**src/rtl/aes_byte_host_if.sv**
```systemverilog
// Host byte-link front end for AES_top: assembles key/plaintext from a byte stream,
// runs the core with a bounded wait for its result, then streams the 16 result bytes back.
module aes_byte_host_if #(
  parameter int TIMEOUT_CYCLES = 64,
  parameter int CNT_W          = 7
) (
  input  logic         AES_clk,
  input  logic         AES_rst_n,
  input  logic [7:0]   rx_byte,
  input  logic         rx_valid,
  output logic         rx_ready,
  output logic [7:0]   tx_byte,
  output logic         tx_valid,
  input  logic         tx_ready,
  output logic         core_en,
  output logic [127:0] core_data,
  output logic [127:0] core_key,
  input  logic [127:0] core_data_out,
  input  logic         core_data_out_valid,
  output logic         busy,
  output logic         timeout_err
);

  typedef enum logic [2:0] {
    IDLE      = 3'd0,
    LOAD_KEY  = 3'd1,
    LOAD_DATA = 3'd2,
    RUN       = 3'd3,
    SEND      = 3'd4
  } state_t;

  localparam logic [7:0]       CMD_KEY  = 8'h4B;
  localparam logic [7:0]       CMD_DATA = 8'h44;
  localparam logic [CNT_W-1:0] RUN_ONE  = 1;
  localparam logic [CNT_W-1:0] RUN_LAST = CNT_W'(TIMEOUT_CYCLES - 1);

  state_t           state_reg, state_next;
  logic [3:0]       byte_cnt_reg, byte_cnt_next;
  logic [CNT_W-1:0] run_cnt_reg, run_cnt_next;
  logic [127:0]     key_reg, key_next;
  logic [127:0]     data_reg, data_next;
  logic [127:0]     result_reg, result_next;
  logic             timeout_err_reg, timeout_err_next;
  logic             rx_ready_reg, rx_ready_next;
  logic             rx_fire, tx_fire;
  logic [7:0]       result_bytes [16];

  // Result byte 0 is the most significant byte, sent first.
  generate
    for (genvar gi = 0; gi < 16; gi++) begin : g_result_bytes
      assign result_bytes[gi] = result_reg[127-8*gi -: 8];
    end
  endgenerate

  assign rx_fire = rx_valid && rx_ready_reg;
  assign tx_fire = tx_valid && tx_ready;

  always_comb begin
    state_next       = state_reg;
    byte_cnt_next    = byte_cnt_reg;
    run_cnt_next     = run_cnt_reg;
    key_next         = key_reg;
    data_next        = data_reg;
    result_next      = result_reg;
    timeout_err_next = timeout_err_reg;
    unique case (state_reg)
      IDLE: begin
        if (rx_fire) begin
          byte_cnt_next = 4'd0;
          if (rx_byte == CMD_KEY) begin
            state_next = LOAD_KEY;
          end else if (rx_byte == CMD_DATA) begin
            state_next       = LOAD_DATA;
            timeout_err_next = 1'b0;
          end
        end
      end
      LOAD_KEY: begin
        if (rx_fire) begin
          key_next      = {key_reg[119:0], rx_byte};
          byte_cnt_next = byte_cnt_reg + 4'd1;
          if (byte_cnt_reg == 4'd15) state_next = IDLE;
        end
      end
      LOAD_DATA: begin
        if (rx_fire) begin
          data_next     = {data_reg[119:0], rx_byte};
          byte_cnt_next = byte_cnt_reg + 4'd1;
          if (byte_cnt_reg == 4'd15) begin
            state_next   = RUN;
            run_cnt_next = '0;
          end
        end
      end
      RUN: begin
        run_cnt_next = run_cnt_reg + RUN_ONE;
        // A valid left over from a previous run is ignored in the first RUN cycle;
        // a valid in the final cycle still beats the timeout.
        if (run_cnt_reg != '0 && core_data_out_valid) begin
          result_next   = core_data_out;
          byte_cnt_next = 4'd0;
          state_next    = SEND;
        end else if (run_cnt_reg == RUN_LAST) begin
          timeout_err_next = 1'b1;
          state_next       = IDLE;
        end
      end
      SEND: begin
        if (tx_fire) begin
          byte_cnt_next = byte_cnt_reg + 4'd1;
          if (byte_cnt_reg == 4'd15) state_next = IDLE;
        end
      end
      default: state_next = IDLE;
    endcase
    rx_ready_next = (state_next == IDLE) || (state_next == LOAD_KEY) ||
                    (state_next == LOAD_DATA);
  end

  always_ff @(posedge AES_clk or negedge AES_rst_n) begin
    if (!AES_rst_n) begin
      state_reg       <= IDLE;
      byte_cnt_reg    <= 4'd0;
      run_cnt_reg     <= '0;
      key_reg         <= '0;
      data_reg        <= '0;
      result_reg      <= '0;
      timeout_err_reg <= 1'b0;
      rx_ready_reg    <= 1'b0;
    end else begin
      state_reg       <= state_next;
      byte_cnt_reg    <= byte_cnt_next;
      run_cnt_reg     <= run_cnt_next;
      key_reg         <= key_next;
      data_reg        <= data_next;
      result_reg      <= result_next;
      timeout_err_reg <= timeout_err_next;
      rx_ready_reg    <= rx_ready_next;
    end
  end

  // Outputs decode straight from registered state so the async reset clears them at once.
  assign rx_ready    = rx_ready_reg;
  assign tx_valid    = (state_reg == SEND);
  assign tx_byte     = tx_valid ? result_bytes[byte_cnt_reg] : 8'h00;
  assign core_en     = (state_reg == RUN);
  assign core_key    = key_reg;
  assign core_data   = data_reg;
  assign busy        = (state_reg != IDLE);
  assign timeout_err = timeout_err_reg;

endmodule

```
**config.mk**
```make
export PLATFORM = sky130hd
export DESIGN_NAME = aes_byte_host_if
export DESIGN_NICKNAME = d
export VERILOG_FILES = /design/src/rtl/aes_byte_host_if.sv
export SDC_FILE = /design/constraint.sdc
export NUM_CORES = 1
export LEC_CHECK = 0
export ABC_CLOCK_PERIOD_IN_PS = 2000
export CORE_MARGIN = 5
export CORE_UTILIZATION = 29
export DETAILED_ROUTE_END_ITERATION = 6
export HOLD_SLACK_MARGIN = 0.05
export PLACE_DENSITY_LB_ADDON = 0.15
export RECOVER_POWER = 25
export SYNTH_ARGS = -nofsm -noshare
export SYNTH_HDL_FRONTEND = slang
export SYNTH_SLANG_ARGS = --single-unit
```
**constraint.sdc**
```tcl
create_clock -name AES_clk -period 2 [get_ports AES_clk]
set_clock_uncertainty 0.15 [all_clocks]
set_input_delay 0.3 -clock AES_clk [delete_from_list [all_inputs] [get_ports AES_clk]]
set_output_delay 0.3 -clock AES_clk [all_outputs]
set_load 0.01 [all_outputs]
```
==> results.toml, run 1 <==
[cells_and_area]
seq_area_um2 = 10000
postLayoutCoreUtil_pct = 44.8
multi_input_area_um2 = 6700
fill_cells = 5183
syn_to_final_growth_pct = 53.9
fin_cells = 2404
nets = 1756
drive_gt1_share_pct = 46.7
fin_area_um2 = 25700

[synthesis]
syn-cell-area_um2 = 16700
syn_avg_cell_area_um2 = 16.9
synth.most_common_cell = "dfrtp_1"
yosysUniqueCellTypes = 51
async_reset_ff_share_pct = 100
yosysWarnings = 0
synth_top_cell_area_share_pct = 59.9
netlist_instances = 989
synth_seq_area_share_pct = 59.9
yosysTopAreaCell = "dfrtp_1"
yosys-top-cells-area = "dfrtp_1 60%, mux2_2 19%, mux2_4 9.0%"
syn-num-nets = 1133
synth-main-ff-cell = "dfrtp_1"
synth_common_cells = "400 x dfrtp_1, 286 x mux2_2, 100 x mux2_4"
ys_ff_latch = 400
synth_edf_count = 0

[setup_path]
cp.arrival_ns = 2.38
worstPathMaxFanout = 6
r2r_slack_ns = -0.46
critPathCaptureType = "output port"
critPathTopFamily = "multiplexers"
crit_path_start_kind = "flop"
cp_data_required_time_ns = 1.55
path_class = "flop to output port"
worstPathCellList = "buf_12 > buf_4 > mux4_2 > mux2i_2 > o22ai_4 > buf_2"
cp_slowest_stage_delay_ns = 0.51
cp_slowest_cell = "mux4_2"
cp.buffers_inverters = 3

[global_routing]
grt_pass1_vias = 11700
grt_first_pass_wirelength_um = 75200
gr-total-overflow = 0
grt_max_degree = 62
grt_antenna_before_repair = 5
grt.total_usage_pct = 15.4

[floorplan]
fp.dieH_um = 250
die_w_um = 250
ios = 410
fp.coreArea_um2 = 57400
initial_core_util_pct = 29.1
num_rows = 88
die_area_um2 = 62500

[timing]
setup_viol = 267
fin_tns_setup_ns = -64.20
slew_headroom_pct = 33.0
fmax_ghz = 0.354
period_share_pct = 141
drv_slew = 0
postLayoutSetupSlackWorst_ns = -0.827
hold_violations = 0
tightest_slew_ns = 1.01
rsz0062_at_grt = "yes"
fin_crit_ns = 2.83
hold_ws_ns = 0.191

[hold_path]
min_path_type = "input port to flop"

[clock_network]
cts.sinks = 400
cts_root_buf = "clkbuf_16"
cts_buffer_depth = 3
clock_latency_ns = 0.57
cts_made_buffers = 49
cts_max_level = 2
cts_tree = "done"
clkSlewWorstSetupHoldPaths_ns = 0.06

[pwr]
irDropWorstVdd_uv = 605
power_density_nw_per_um2 = 1340
leakage_nw = 12.4
finalPower_mw = 34.6

[drt]
vias = 10600
drt_iter0_drc = 489
routed_wl_um = 49700
post-route-drc-count = 0
ant_nets = 0
viasPerCell = 4.41
firstDrtPassIters = 4
wire_per_inst_um = 20.7

[outcome]
status = "finished, violations left"
violations = "negative setup slack"

[place]
dp_hpwl_um = 34900
place_area_um2 = 22800
dp.cells = 2262
pre_cts_ws_ns = -0.544
gp_congestion = 0.756
io_buffer_count = 409

[run]
max_cap_viol_count = 0
==> where the power goes <==
part           total [mW]  switching [mW]  internal (mW)  leakage [nW]
combinational        12.9            4.93           8.01          6.46
sequential           13.0            2.04           10.9          5.21
clock                8.67            3.38           5.29         0.757
total                34.6            10.3           24.2          12.4
==> routing by layer <==
layer  GRT usage, %  wire [um]  vias to the layer above
met4           3.73       1050                        8
met1           20.1      21500                     5345
met5              0         55                        -
li1               -          -                     4873
met2           25.7      24100                      294
met3           4.38       3020                       82
==> layout by cell type (no fill, tap or decap), drive strengths merged, types with 2 or more instances in the layout <==
master         count
o31ai              6
and2               2
dfrtp            400
nor3b              3
o21ai              8
nand2b             3
buf              226
nor2               6
nand3              4
ha                 3
mux2i             16
clkbuf            74
clkdlybuf4s50    254
inv                6
dlygate4sd2      143
mux4              32
o22ai              8
nor4               2
or2                2
mux2             386
bufinv             4
nor4b              2
a21oi              5
a21o               2
nand2             12
or4                4
clkinv             3
nand4              2
==> logic make-up (layout without fill, tap and decap cells) <==
family	count (synthesis)	count (layout)	share of synthesized area [%]
simple gates	50	50	1.81
xor+xnor	1	1	0.0524
flops	400	400	59.9
compound gates	38	38	1.62
fa+ha+maj	3	3	0.225
buf+inv	63	712	2.89
other cells	0	1	0
mux	434	434	33.5
==> area by class of cell <==
cell class,count,area share (%)
Clock inverter,10,0.637
Antenna cell,1,0.00973
Sequential cell,400,38.9
Timing Repair Buffer,631,25.2
Inverter,4,0.0584
Clock buffer,67,5.38
Tap cell,765,3.72
Multi-Input combinational cell,526,26.1
==> worst register-to-register path: stages, from the launching register on <==
cell	delay [ns]
dfrtp_1	0.38
inv_2	0.07
ha_4	0.12
or4b_4	0.49
o2111ai_4	0.29
buf_12	0.19
buf_12	0.13
buf_12	0.11
buf_16	0.13
mux2_4	0.30
==> timing repair <==
item	4_1_cts	5_1_grt
gates cloned	19	6
endpoints found under the setup margin	319	343
hold endpoints to repair	400	0
hold buffers	2	0
resized for setup	312	77
buffers inserted	42	14
pin swaps	15	12
==> path summary, 6_finish.rpt <==
path                            depth (start not counted)                            to                         from
min in group asynchronous                               2     core_key[103]$_DFFE_PN0P_                    AES_rst_n
max in group asynchronous                               3     core_data[52]$_DFFE_PN0P_                    AES_rst_n
worst max register to register                          9  result_bytes[79]$_DFFE_PN0P_   run_cnt_reg[1]$_DFFE_PN0P_
worst min-delay path                                    2  result_bytes[65]$_DFFE_PN0P_            core_data_out[65]
worst max-delay path                                    6                    tx_byte[2]  byte_cnt_reg[0]$_DFFE_PN0P_
worst min register to register                          1     core_key[120]$_DFFE_PN0P_    core_key[120]$_DFFE_PN0P_
Power figures use the tool's default switching activity.
==> inputs of run 2 (changes only) <==
ABC_CLOCK_PERIOD_IN_PS = 3140   (was 2000)
clock period = 3.14 ns   (was 2 ns; I/O delays follow)
==> run 2 against run 1 <==
Compared with the run above:
- sequential power shrank 36%
- count of clock-buffer cells in the layout grew 9
- first-iteration DRC count shrank 20%
- cell area shrank 8.5%
- register-to-register slack gained 0.95 ns
- sequential cell count is the same
- critical endpoint is now tx_byte[7]
- the run ends with max-capacitance violations, max-slew violations left
- critical path depth is the same
- total power shrank 38%
- critical path type unchanged
- core utilization shrank 3.8 points
- global-route usage shrank 1.4 points
- final cell count shrank 7.3%
- sequential share of layout area grew 3.6 points
==> results.toml, run 2 (synthesis results as in run 1) <==
[timing]
hold_violations = 0
drv_slew = 61
slew_headroom_pct = -22.3
fmax_ghz = 0.331
fin_crit_ns = 3.02
tightest_slew_ns = 1.84
period_share_pct = 96.2
setup_viol = 0
rsz0062_at_grt = "no"

[setup_path]
r2r-start = "run_cnt_reg[0]$_DFFE_PN0P_"
critPathCaptureType = "output port"
cp.arrival_ns = 2.40
r2r_end = "result_bytes[1]$_DFFE_PN0P_"
crit_path_start_kind = "flop"
worstPathMaxFanout = 9
worstRegToRegCells = 6
cp_data_required_time_ns = 2.52
r2r_slack_ns = 0.49
path_class = "flop to output port"

[pwr]
finalPower_mw = 21.4
leakage_nw = 10.6
power_density_nw_per_um2 = 910
irDropWorstVdd_uv = 425

[drt]
firstDrtPassIters = 4
wire_per_inst_um = 20.3
routed_wl_um = 45300
vias = 9944
post-route-drc-count = 0
viasPerCell = 4.46
ant_nets = 0
drt_iter0_drc = 391

[clock_network]
clock_latency_ns = 0.57
cts_made_buffers = 47
cts.sinks = 400
cts_max_level = 2
cts_buffer_depth = 3
cts_tree = "done"
clkSlewWorstSetupHoldPaths_ns = 0.06
cts_root_buf = "clkbuf_16"

[floorplan]
fp.dieH_um = 250
fp.coreArea_um2 = 57400
die_area_um2 = 62500
ios = 410
die_w_um = 250
num_rows = 88
initial_core_util_pct = 29.1

[global_routing]
grt_pass1_vias = 10600
grt_max_degree = 87
gr-total-overflow = 0
grt_antenna_before_repair = 6
grt_first_pass_wirelength_um = 68800
grt.total_usage_pct = 14.1

[cells_and_area]
fin_cells = 2229
syn_to_final_growth_pct = 40.8
fin_area_um2 = 23500
drive_gt1_share_pct = 38.3
final_common_cell = "clkdlybuf4s50_1"
layout_common_cells = "400 x clkdlybuf4s50_1, 398 x dfrtp_1, 286 x mux2_2"
nets = 1568

[place]
gp_congestion = 0.745
dp_hpwl_um = 33000
place_area_um2 = 21800
io_buffer_count = 409
dp.cells = 2134

[run]
max_cap_viol_count = 1

[hold_path]
min-delay-start = "result_bytes[127]$_DFFE_PN0P_"
min_path_type = "flop to flop"
worstHoldEndpoint = "result_bytes[127]$_DFFE_PN0P_"
hold_path_depth = 1

[outcome]
violations = "max-capacitance violations, max-slew violations"
status = "finished, violations left"
## run 2: changes by cell type in the layout (fill, tap and decap cells not counted), moves of 10 or more
cell and change:
buf_16 -17, clkdlybuf4s50_1 +146, mux2_4 -58, mux2_2 +58, buf_6 -22, dlygate4sd2_1 -143
buf_12 -15, buf_4 -124, buf_8 -10
## run 2: worst max path at each step
stage / from / to / slack (ns) / cells after the start
6_report: byte_cnt_reg[0]$_DFFE_PN0P_ / tx_byte[7] / 0.12 / 6
5_1_grt: byte_cnt_reg[0]$_DFFE_PN0P_ / tx_byte[0] / 0.002 / 6
3_3_place_gp: byte_cnt_reg[0]$_DFFE_PN0P_ / tx_byte[5] / 0.21 / 5
2_1_floorplan: state_reg[0]$_DFF_PN0_ / tx_byte[0] / 0.88 / 4
3_5_place_dp: byte_cnt_reg[0]$_DFFE_PN0P_ / tx_byte[1] / 0.19 / 5
4_1_cts: byte_cnt_reg[0]$_DFFE_PN0P_ / tx_byte[3] / -0.01 / 6
## run 2: repair_timing
item	in CTS	in global routing
resized for setup	38	10
pin swaps	0	0
gates cloned	1	0
endpoints found under the hold margin	55	0
buffers inserted	4	0
hold buffers	1	0
setup endpoints to repair	8	8
## run 2: final cells by class
cell class | count | area [um2]
Antenna cell | 1 | 2.50
Fill cell | 5304 | 33800
Sequential cell | 400 | 10000
Inverter | 4 | 15.0
Tap cell | 765 | 957
Clock inverter | 12 | 131
Timing Repair Buffer | 445 | 4530
Multi-Input combinational cell | 526 | 6400
Clock buffer | 76 | 1480
## run 2: critical path, stage by stage (launching register included)
cell             delay, ns
dfrtp_2               0.37
buf_4                 0.16
buf_12                0.16
mux4_2                0.54
mux2i_4               0.20
o22ai_1               0.13
clkdlybuf4s15_1       0.27
## run 2: report_power, final
group | total (mW) | internal [mW] | switching [mW]
combinational | 7.52 | 4.68 | 2.84
clock | 5.59 | 3.39 | 2.20
sequential | 8.28 | 6.95 | 1.33
total | 21.4 | 15.0 | 6.38
## run 2: through the flow
stage          utilization, %  TNS (ns)  hold WS (ns)  setup WS, ns
2_1_floorplan               -         0        0.0254         0.878
3_3_place_gp             37.9         0         0.335         0.205
3_5_place_dp             37.9         0         0.340         0.185
4_1_cts                  41.1   -0.0130         0.311       -0.0130
5_1_grt                  41.0         0         0.333       0.00169
6_report                 41.0         0         0.353         0.118
## run 2: metal layers
layer | wire (um) | track usage, %
met5 | 69 | 0
met4 | 740 | 2.90
met3 | 3260 | 4.71
met2 | 21400 | 22.8
met1 | 19800 | 18.6
